===== src/rtl/traffic_pkg.sv =====
// rtl/traffic_pkg.sv - signal encodings, scheduler states and road directions for intersection_scheduler
package traffic_pkg;

  localparam logic [1:0] RED    = 2'd0;
  localparam logic [1:0] GREEN  = 2'd1;
  localparam logic [1:0] YELLOW = 2'd2;

  typedef enum logic [2:0] {
    ST_ALLRED,
    ST_NS_GREEN,
    ST_NS_YELLOW,
    ST_EW_GREEN,
    ST_EW_YELLOW,
    ST_WALK
  } state_e;

  typedef enum logic {
    DIR_NS = 1'b0,
    DIR_EW = 1'b1
  } dir_e;

  function automatic state_e green_of(input dir_e d);
    return (d == DIR_NS) ? ST_NS_GREEN : ST_EW_GREEN;
  endfunction

endpackage


===== src/rtl/intersection_scheduler_if.sv =====
// rtl/intersection_scheduler_if.sv - demand inputs and signal outputs of the scheduler
// INTERSECTION_PREEMPT_EN adds the preempt_i / preempt_dir_i lines.
interface intersection_scheduler_if;
  logic       car_ns_i;
  logic       car_ew_i;
  logic       walk_i;
  logic [1:0] sig_ns_o;
  logic [1:0] sig_ew_o;
  logic       walk_o;
  logic       walk_pend_o;
`ifdef INTERSECTION_PREEMPT_EN
  logic       preempt_i;
  logic       preempt_dir_i;

  modport master (output car_ns_i, car_ew_i, walk_i, preempt_i, preempt_dir_i,
                  input  sig_ns_o, sig_ew_o, walk_o, walk_pend_o);
  modport slave  (input  car_ns_i, car_ew_i, walk_i, preempt_i, preempt_dir_i,
                  output sig_ns_o, sig_ew_o, walk_o, walk_pend_o);
`else
  modport master (output car_ns_i, car_ew_i, walk_i,
                  input  sig_ns_o, sig_ew_o, walk_o, walk_pend_o);
  modport slave  (input  car_ns_i, car_ew_i, walk_i,
                  output sig_ns_o, sig_ew_o, walk_o, walk_pend_o);
`endif
endinterface


===== src/rtl/intersection_scheduler_phase_timer.sv =====
// rtl/intersection_scheduler_phase_timer.sv - phase counter: clear, increment, saturate, terminal compare
module phase_timer #(
  parameter int W   = 4,
  parameter int SAT = 7
) (
  input  logic         clk,
  input  logic         rst_i,
  input  logic         clr_i,
  input  logic [W-1:0] term_i,
  output logic [W-1:0] cnt_o,
  output logic         term_o
);

  logic [W-1:0] cnt_q, cnt_d;

  always_comb begin
    cnt_d = cnt_q;
    if (clr_i)
      cnt_d = '0;
    else if (cnt_q != W'(SAT))
      cnt_d = cnt_q + W'(1);
  end

  always_ff @(posedge clk or posedge rst_i) begin
    if (rst_i) cnt_q <= '0;
    else       cnt_q <= cnt_d;
  end

  assign cnt_o  = cnt_q;
  // >= lets a resting phase (counter saturated) keep re-evaluating its exit
  assign term_o = (cnt_q >= term_i);

endmodule


===== src/rtl/intersection_scheduler.sv =====
// rtl/intersection_scheduler.sv - right-of-way sequencer for NS/EW roads and pedestrian walk
// Optional INTERSECTION_PREEMPT_EN enables emergency preemption toward one road.
module intersection_scheduler
  import traffic_pkg::*;
#(
  parameter int GREEN_MIN   = 4,
  parameter int GREEN_MAX   = 8,
  parameter int YELLOW_TIME = 2,
  parameter int ALLRED_TIME = 1,
  parameter int WALK_TIME   = 4
) (
  input logic                     clk,
  input logic                     rst_i,
  intersection_scheduler_if.slave bus
);

  localparam int MAX_A   = (GREEN_MAX > GREEN_MIN) ? GREEN_MAX : GREEN_MIN;
  localparam int MAX_B   = (YELLOW_TIME > ALLRED_TIME) ? YELLOW_TIME : ALLRED_TIME;
  localparam int MAX_C   = (MAX_A > MAX_B) ? MAX_A : MAX_B;
  localparam int MAX_ALL = (MAX_C > WALK_TIME) ? MAX_C : WALK_TIME;
  localparam int CNT_W   = $clog2(MAX_ALL) + 1;

  state_e             state_q, state_d;
  dir_e               next_dir_q, next_dir_d, other_dir;
  logic               pend_q, pend_d;
  logic [CNT_W-1:0]   cnt, term_val;
  logic               term;
  logic               own_car, oth_car, compete, max_out, nd_car, od_car;

  always_comb begin
    term_val = CNT_W'(ALLRED_TIME - 1);
    case (state_q)
      ST_NS_GREEN, ST_EW_GREEN:   term_val = CNT_W'(GREEN_MIN - 1);
      ST_NS_YELLOW, ST_EW_YELLOW: term_val = CNT_W'(YELLOW_TIME - 1);
      ST_WALK:                    term_val = CNT_W'(WALK_TIME - 1);
      default:                    term_val = CNT_W'(ALLRED_TIME - 1);
    endcase
  end

  phase_timer #(.W(CNT_W), .SAT(GREEN_MAX - 1)) u_timer (
    .clk    (clk),
    .rst_i  (rst_i),
    .clr_i  (state_d != state_q),
    .term_i (term_val),
    .cnt_o  (cnt),
    .term_o (term)
  );

  always_comb begin
    state_d    = state_q;
    next_dir_d = next_dir_q;
    pend_d     = pend_q;
    own_car    = (state_q == ST_EW_GREEN) ? bus.car_ew_i : bus.car_ns_i;
    oth_car    = (state_q == ST_EW_GREEN) ? bus.car_ns_i : bus.car_ew_i;
    compete    = oth_car | pend_q;
    max_out    = (cnt == CNT_W'(GREEN_MAX - 1));
    other_dir  = (next_dir_q == DIR_NS) ? DIR_EW : DIR_NS;
    nd_car     = (next_dir_q == DIR_NS) ? bus.car_ns_i : bus.car_ew_i;
    od_car     = (next_dir_q == DIR_NS) ? bus.car_ew_i : bus.car_ns_i;

    case (state_q)
      ST_ALLRED: begin
        if (term) begin
          if (pend_q)      state_d = ST_WALK;
          else if (nd_car) state_d = green_of(next_dir_q);
          else if (od_car) state_d = green_of(other_dir);
        end
      end
      ST_NS_GREEN, ST_EW_GREEN: begin
        // gap-out, pending walk or max-out ends green only once competition exists
        if (term && compete && (!own_car || pend_q || max_out))
          state_d = (state_q == ST_NS_GREEN) ? ST_NS_YELLOW : ST_EW_YELLOW;
      end
      ST_NS_YELLOW: begin
        if (term) begin
          state_d    = ST_ALLRED;
          next_dir_d = DIR_EW;
        end
      end
      ST_EW_YELLOW: begin
        if (term) begin
          state_d    = ST_ALLRED;
          next_dir_d = DIR_NS;
        end
      end
      ST_WALK: begin
        if (term) state_d = ST_ALLRED;
      end
      default: state_d = ST_ALLRED;
    endcase

`ifdef INTERSECTION_PREEMPT_EN
    if (bus.preempt_i) begin
      case (state_q)
        ST_ALLRED:   if (term) state_d = bus.preempt_dir_i ? ST_EW_GREEN : ST_NS_GREEN;
        ST_NS_GREEN: state_d = bus.preempt_dir_i ? ST_NS_YELLOW : ST_NS_GREEN;
        ST_EW_GREEN: state_d = bus.preempt_dir_i ? ST_EW_GREEN : ST_EW_YELLOW;
        ST_WALK:     state_d = ST_ALLRED;
        default:     ;
      endcase
    end
`endif

    if (state_q != ST_WALK && bus.walk_i)
      pend_d = 1'b1;
    if (state_d == ST_WALK && state_q != ST_WALK)
      pend_d = 1'b0;
  end

  always_ff @(posedge clk or posedge rst_i) begin
    if (rst_i) begin
      state_q    <= ST_ALLRED;
      next_dir_q <= DIR_NS;
      pend_q     <= 1'b0;
    end else begin
      state_q    <= state_d;
      next_dir_q <= next_dir_d;
      pend_q     <= pend_d;
    end
  end

  assign bus.sig_ns_o    = (state_q == ST_NS_GREEN)  ? GREEN :
                           (state_q == ST_NS_YELLOW) ? YELLOW : RED;
  assign bus.sig_ew_o    = (state_q == ST_EW_GREEN)  ? GREEN :
                           (state_q == ST_EW_YELLOW) ? YELLOW : RED;
  assign bus.walk_o      = (state_q == ST_WALK);
  assign bus.walk_pend_o = pend_q;

endmodule


===== src/flat_wrapper.sv =====
// flat-port wrapper written by rule: the top's interface ports become plain ports
module intersection_scheduler_flat import traffic_pkg::*;
#(
  parameter int GREEN_MIN   = 4,
  parameter int GREEN_MAX   = 8,
  parameter int YELLOW_TIME = 2,
  parameter int ALLRED_TIME = 1,
  parameter int WALK_TIME   = 4
)
  (clk, rst_i, bus_car_ns_i, bus_car_ew_i, bus_walk_i, bus_sig_ns_o, bus_sig_ew_o, bus_walk_o, bus_walk_pend_o);
  intersection_scheduler_if bus_i ();
  input logic clk;
  input logic rst_i;
  input wire logic [$bits(bus_i.car_ns_i)-1:0] bus_car_ns_i;
  input wire logic [$bits(bus_i.car_ew_i)-1:0] bus_car_ew_i;
  input wire logic [$bits(bus_i.walk_i)-1:0] bus_walk_i;
  output wire logic [$bits(bus_i.sig_ns_o)-1:0] bus_sig_ns_o;
  output wire logic [$bits(bus_i.sig_ew_o)-1:0] bus_sig_ew_o;
  output wire logic [$bits(bus_i.walk_o)-1:0] bus_walk_o;
  output wire logic [$bits(bus_i.walk_pend_o)-1:0] bus_walk_pend_o;
  assign bus_i.car_ns_i = bus_car_ns_i;
  assign bus_i.car_ew_i = bus_car_ew_i;
  assign bus_i.walk_i = bus_walk_i;
  assign bus_sig_ns_o = bus_i.sig_ns_o;
  assign bus_sig_ew_o = bus_i.sig_ew_o;
  assign bus_walk_o = bus_i.walk_o;
  assign bus_walk_pend_o = bus_i.walk_pend_o;
  intersection_scheduler #(.GREEN_MIN(GREEN_MIN), .GREEN_MAX(GREEN_MAX), .YELLOW_TIME(YELLOW_TIME), .ALLRED_TIME(ALLRED_TIME), .WALK_TIME(WALK_TIME)) u_core (.clk(clk), .rst_i(rst_i), .bus(bus_i));
endmodule

===== config.mk =====
export PLATFORM = sky130hd
export DESIGN_NAME = intersection_scheduler_flat
export DESIGN_NICKNAME = d
export VERILOG_FILES = /design/src/rtl/traffic_pkg.sv /design/src/rtl/intersection_scheduler_if.sv /design/src/rtl/intersection_scheduler_phase_timer.sv /design/src/rtl/intersection_scheduler.sv /design/src/flat_wrapper.sv
export SDC_FILE = /design/constraint.sdc
export NUM_CORES = 1
export LEC_CHECK = 0
export CAP_MARGIN = 10
export CORE_UTILIZATION = 62
export CTS_CLUSTER_DIAMETER = 30
export DETAILED_ROUTE_END_ITERATION = 10
export DONT_BUFFER_PORTS = 1
export PLACE_DENSITY_LB_ADDON = 0.2
export SLEW_MARGIN = 5
export SYNTH_ARGS = -nofsm -noshare
export SYNTH_HDL_FRONTEND = slang
export SYNTH_HIERARCHICAL = 1
export SYNTH_SLANG_ARGS = --single-unit
export TNS_END_PERCENT = 50

===== constraint.sdc =====
create_clock -name clk -period 4.54 [get_ports clk]
set_clock_uncertainty 0.15 [all_clocks]
set_input_delay 0.454 -clock clk [delete_from_list [all_inputs] [get_ports clk]]
set_output_delay 0.454 -clock clk [all_outputs]
set_load 0.05 [all_outputs]

# Word level (Yosys, flattened, before mapping)
# Index checks and enable logic that the tools add are counted.
# totals
register_bits	9
latchBits	0
mem_bits_rw	0
romBits	0
in_bits	5
out_inout_bits	6
word_cells	61
memories	0
# op_classes
add_sub_neg	1
n_mul	0
n_div	0
order_cmp	1
eq_ne	12
n_shift	0
n_mux	26
bitwise_logic	1
n_reduce_logical	16
# op_table
cell	n
2-to-1 mux 3 bit	7
2-to-1 mux 2 bit	6
== test 3 bit, second input constant	3
case mux 3 bit (3 select lines)	1
2-to-1 mux 1 bit	8
2-to-1 mux 4 bit	2
== test 3 x 2 -> 1 bit, second input constant	2
nonzero test 2 bit	3
OR reduction 3 bit	2
adder 4 x 1 -> 4 bit, second input constant	1
== test 4 x 3 -> 1 bit, second input constant	1
>= comparator 4 bit	1
logical AND 1 bit	4
inequality test 2 x 1 -> 1 bit, second input constant	2
inequality test 4 x 3 -> 1 bit, second input constant	1
case mux 2 bit (2 select lines)	1
OR reduction 2 bit	2
== test 3 x 1 -> 1 bit, second input constant	1
logical NOT 3 bit	1
inequality test 3 bit	1
inequality test 3 bit, second input constant	1
AND reduction 3 bit	1
logical OR 1 bit	2
case mux 1 bit (2 select lines)	1
other kinds (2)	2

# Longest topological paths before layout
# logic_depth
word_depth	11
depth_mapped	14
ltp_nobuf	11

# Cells and area by module
# Netlist, hierarchy kept.
# modules_own_cells
module	instances	cells_per_inst	area_each_um2	seq_area_each_um2
intersection_scheduler	1	74	544.3	125.1
phase_timer	1	31	286.5	100.1

# Worst setup path before layout
# Ideal clock, no wire load.
# synth_path
path_type	register to register
from	reg u_core.state_q[2]
to	reg u_core.u_timer.cnt_q[0], in the netlist u_core/u_timer/cnt_o[0]
setup_time_ps	72
arrival_time_ps	2546
required_ps	4318
setup_slack_ps	1772
path_stages_with_launch	15
n_path_buf	3
synth_period_minus_slack_ps	2768
cell_sequence	dfrtp_1 -> buf_6 -> dlygate4sd1_1 -> nor3_1 -> a21oi_1 -> ha_1 -> nand2b_1 -> a2111oi_2 -> nor3_1 -> clkbuf_1 -> o31a_1 -> o21ai_0 -> nor2b_1 -> o32ai_1 -> nor2_1
# synth_between
elab_chain_len	10
word_cells_on_any_way	31
classes_between	order compare: 1; eq/ne: 6; mux: 12; bitwise: 1; reduce/logical: 11
# synth_lines
item	line	source
from (decl)	intersection_scheduler.sv:23	state_e state_q, state_d;
from (signal assigned)	intersection_scheduler.sv:116	state_q <= state_d;
== test 3 bit (tied with other cells)	intersection_scheduler.sv:32	case (state_q)
OR reduction 3 bit (no line) / OR reduction 2 bit (equally long branches)	--	
case mux 2 bit (2 select lines) *	intersection_scheduler.sv:32	
named net u_core.term_val[0]	intersection_scheduler.sv:26	logic [CNT_W-1:0] cnt, term_val;
>= comparator 4 bit *	intersection_scheduler_phase_timer.sv:31	assign term_o = (cnt_q >= term_i);
named net u_core.term	intersection_scheduler.sv:27	logic term;
logical AND 1 bit (2 in a row)	intersection_scheduler.sv:71	if (term && compete && (!own_car || pend_q || max_out))
2-to-1 mux 3 bit	intersection_scheduler.sv:71	
case mux 3 bit (3 select lines) *	intersection_scheduler.sv:61	case (state_q)
inequality test 3 bit *	intersection_scheduler.sv:43	.clr_i (state_d != state_q),
2-to-1 mux 4 bit / nonzero test 2 bit (equally long branches)	--	
to (signal assigned)	intersection_scheduler_phase_timer.sv:26	else cnt_q <= cnt_d;
to (decl)	intersection_scheduler_phase_timer.sv:14	logic [W-1:0] cnt_q, cnt_d;
# The timed path passes the listed nets; every way through them passes the cells marked *.
# A chain may end at the register's enable or synchronous reset.

# Worst setup path after layout
# layout_path
from	reg u_core.state_q[1]
to	reg u_core.u_timer.cnt_q[3], in the netlist u_core/u_timer/cnt_o[3]
# The elaborated chain is that of the path after synthesis.

==> PnR_summary.wiki <==
{| class="wikitable"
! Metric !! Value
|-
| Die area || ~1500 µm²
|-
| Number of register bits inferred by synthesis || 9
|-
| Max-slew violation total from the final report || 0
|-
| Post-synthesis sequential area ratio || 27.1%
|-
| Proportion of netlist area held by the largest area contributor || a little over a quarter
|-
| Buffer cell driving the clock tree root || clkbuf_4
|-
| Maximum ir drop on the vdd rail || between 0.3 and 0.4 mV
|-
| Final Routed Wirelength || between 1500 and 2000 µm
|-
| Leading post-synthesis cells by instance count || 14 x nor2_1, 9 x dfrtp_1, 8 x inv_1, 7 x nand2b_1
|-
| Worst-Margin Slew || between 900 and 1000 ps
|-
| Ports || 11
|-
| Initial Util || a little under three quarters
|-
| Setup fix buffers added after clock tree synthesis || 0
|-
| Worst hold path class || input pin to register
|-
| Post-synth EDFFs || 0
|-
| Type of element launching the critical path || register
|-
| Via total after detailed routing || 740
|-
| Mean area per synthesized cell || between 7 and 8 µm²
|-
| Post-synth top area cell || dfrtp_1
|-
| Reg clk slew, reported paths || 50 ps
|-
| Proportion of layout cells with a drive suffix above 1 || 5.71%
|-
| Antenna viol nets, final || 0
|-
| Wire length of the first global-routing pass || 2560 µm
|-
| PD cells || roughly 640 nW/µm²
|-
| Peak fanout along the critical path || 16
|-
| Vias/cell || about 6.2
|-
| Post-synthesis cell count || approximately 110
|-
| Most used flip-flop cell after synthesis || dfrtp_1
|-
| Worst rel slew slack || 35.0%
|-
| Element type at the critical path end || register
|-
| Highest Clock Rate || 313 MHz
|-
| Number of hold violations in the final report || 0
|-
| Total gr overflow || 0
|-
| Static leakage || approximately 0.00036 µW
|-
| Area of the core || 1170 µm²
|-
| Antenna violations before repair || 0
|-
| CTS H-tree lvls || 1
|-
| Number of setup violations in the final report || 0
|-
| CTS tree || done
|-
| Worst Slack Setup Final || 1340 ps
|-
| Syn-to-layout area delta || 2.56%
|-
| Maximum number of pins on one net before global-route repair || 21
|-
| Synth area leaders || dfrtp_1 27%, ha_1 7.5%, nor2_1 6.3%
|-
| Vert. Die Dim || between 30 and 40 µm
|-
| CTS sink cnt || 9
|-
| # Max-Cap Violations || 0
|-
| Tot GR Track Use || 26.0%
|-
| Post_cts resized || 0
|-
| Mean routed wirelength per cell || around 14 µm
|-
| Required time at the endpoint of the critical path || 4500 ps
|-
| Number of buffers added by the clock tree synthesis step || 3
|-
| Post-synthesis cell area || 831 µm²
|-
| First drt pass iteration count || 4
|-
| Crit path DAT || about 3200 ps
|-
| Vias in the first global route || approximately 590
|-
| Unrepaired setup endpoints after global routing || no
|-
| Async set or reset register ratio after synthesis || 100%
|-
| Count of yosys warnings during synthesis || 6
|-
| Setup TNS after final layout || 0 ps
|-
| Die width || 38.6 µm
|-
| Violation count after the first detailed-route iteration || 33
|-
| Min cycle time layout || approximately 3200 ps
|-
| Worst-Skew Late Latency || about 250 ps
|-
| Net count reported at finish || ~120
|-
| Part of the cycle the worst path needs || ~70%
|-
| Count of buffers from port buffering || 0
|-
| Run status || complete, no violations
|-
| Half-perimeter wire length of the detailed placement result || about 1200 µm
|-
| Placement row count || 12
|-
| Worst Path Class, Setup || register to register
|-
| Distinct cell type count of the synthesized netlist || 40
|-
| Setup WS pre-CTS || 1420 ps
|-
| Cell with the most instances after synthesis || nor2_1
|-
| Global placer's final weighted congestion || ~0.83
|-
| Clk buf depth || 2
|-
| ANT cells || 0
|-
| DRC violation count after routing || 0
|}
[cell families (layout without fill, tap and decap cells)]
family	count (synthesis)	after routing	synth area share (%)
mux	2	2	2.41
buf+inv	14	13	7.98
compound gates	26	26	23.5
simple gates	47	47	30.0
other cells	1	2	0.451
flops	9	9	27.1
xor+xnor	1	1	1.05
fa+ha+maj	5	5	7.53
[power by group]
part           switching, µW  total, µW  leakage [µW]  internal [µW]
Combinational            180        304      0.000234            124
Clock                   23.3       56.9     0.0000150           33.6
Sequential              76.9        185      0.000111            108
[worst paths after layout]
check | startpoint | end | slack [ps] | depth (start not counted)
max | u_core/state_q[1]$_DFF_PP0_ | u_core/u_timer/cnt_o[3]$_DFFE_PP0P_ | 1340 | 11
min | bus_walk_i | u_core/bus.walk_pend_o$_DFFE_PP0P_ | 190 | 1
max reg2reg | u_core/state_q[1]$_DFF_PP0_ | u_core/u_timer/cnt_o[3]$_DFFE_PP0P_ | 1340 | 11
min reg2reg | u_core/next_dir_q$_DFFE_PP0P_ | u_core/next_dir_q$_DFFE_PP0P_ | 370 | 2
max in group asynchronous | rst_i | u_core/next_dir_q$_DFFE_PP0P_ | 3670 | 2
min in group asynchronous | rst_i | u_core/u_timer/cnt_o[3]$_DFFE_PP0P_ | 400 | 2
[through the flow]
step,util [%],hold slack [ps],area [µm²],cells,total power [µW]
floorplan,-,70.1,835,106,437
global placement,69.7,79.4,816,114,469
detailed placement,69.7,82.1,816,114,482
CTS,72.8,181,852,119,543
global route,72.8,179,852,119,587
finish,72.8,193,852,119,546
[cell type report]
cell class,instances,area [µm²]
clock buffer,4,26.3
fill,102,319
inverter,8,30.0
multi-input combinational,83,543
sequential,9,225
tap,14,17.5
timing repair buffer,1,10.0
[state kept, by name, indices dropped and copies added, names as in the netlist]
register	count
u_core/state_q	3
u_core/u_timer/cnt_o	4
u_core/bus.walk_pend_o	1
u_core/next_dir_q	1
[routing by layer]
metal | global-route usage [%] | share of wire [%] | vias up
met5 | 0 | 0 | -
met4 | 11.2 | 0 | 0
met3 | 1.73 | 5.4 | 0
met2 | 40.4 | 45 | 34
met1 | 37.4 | 49 | 332
li1 | - | - | 374
[worst max-delay path, stage by stage (launching register included)]
cell and delay [ps]:
dfrtp_1 550, nor3_1 250, a21oi_1 70, ha_1 290, nand2b_1 130, a2111oi_2 80, nor3_1 710, o31a_1 250
o21ai_0 70, nor2b_1 140, o32ai_1 240, nor2_1 130
[layout by cell type, fill, tap and decap left out, drive strengths merged, types with 4 or more instances in the layout]
cell,synthesis,final
nor2,14,14
dfrtp,9,9
inv,8,8
nand2b,7,7
nand2,6,6
a21oi,6,6
nand3,5,5
ha,5,5
o21ai,4,4
nor3,4,4
clkbuf,3,4
[what timing repair did]
item / in CTS / in global routing
hold buffers: 1 / 0
hold endpoints to repair: 9 / 0
setup endpoints to repair: 0 / 0
Power figures use the tool's default switching activity.
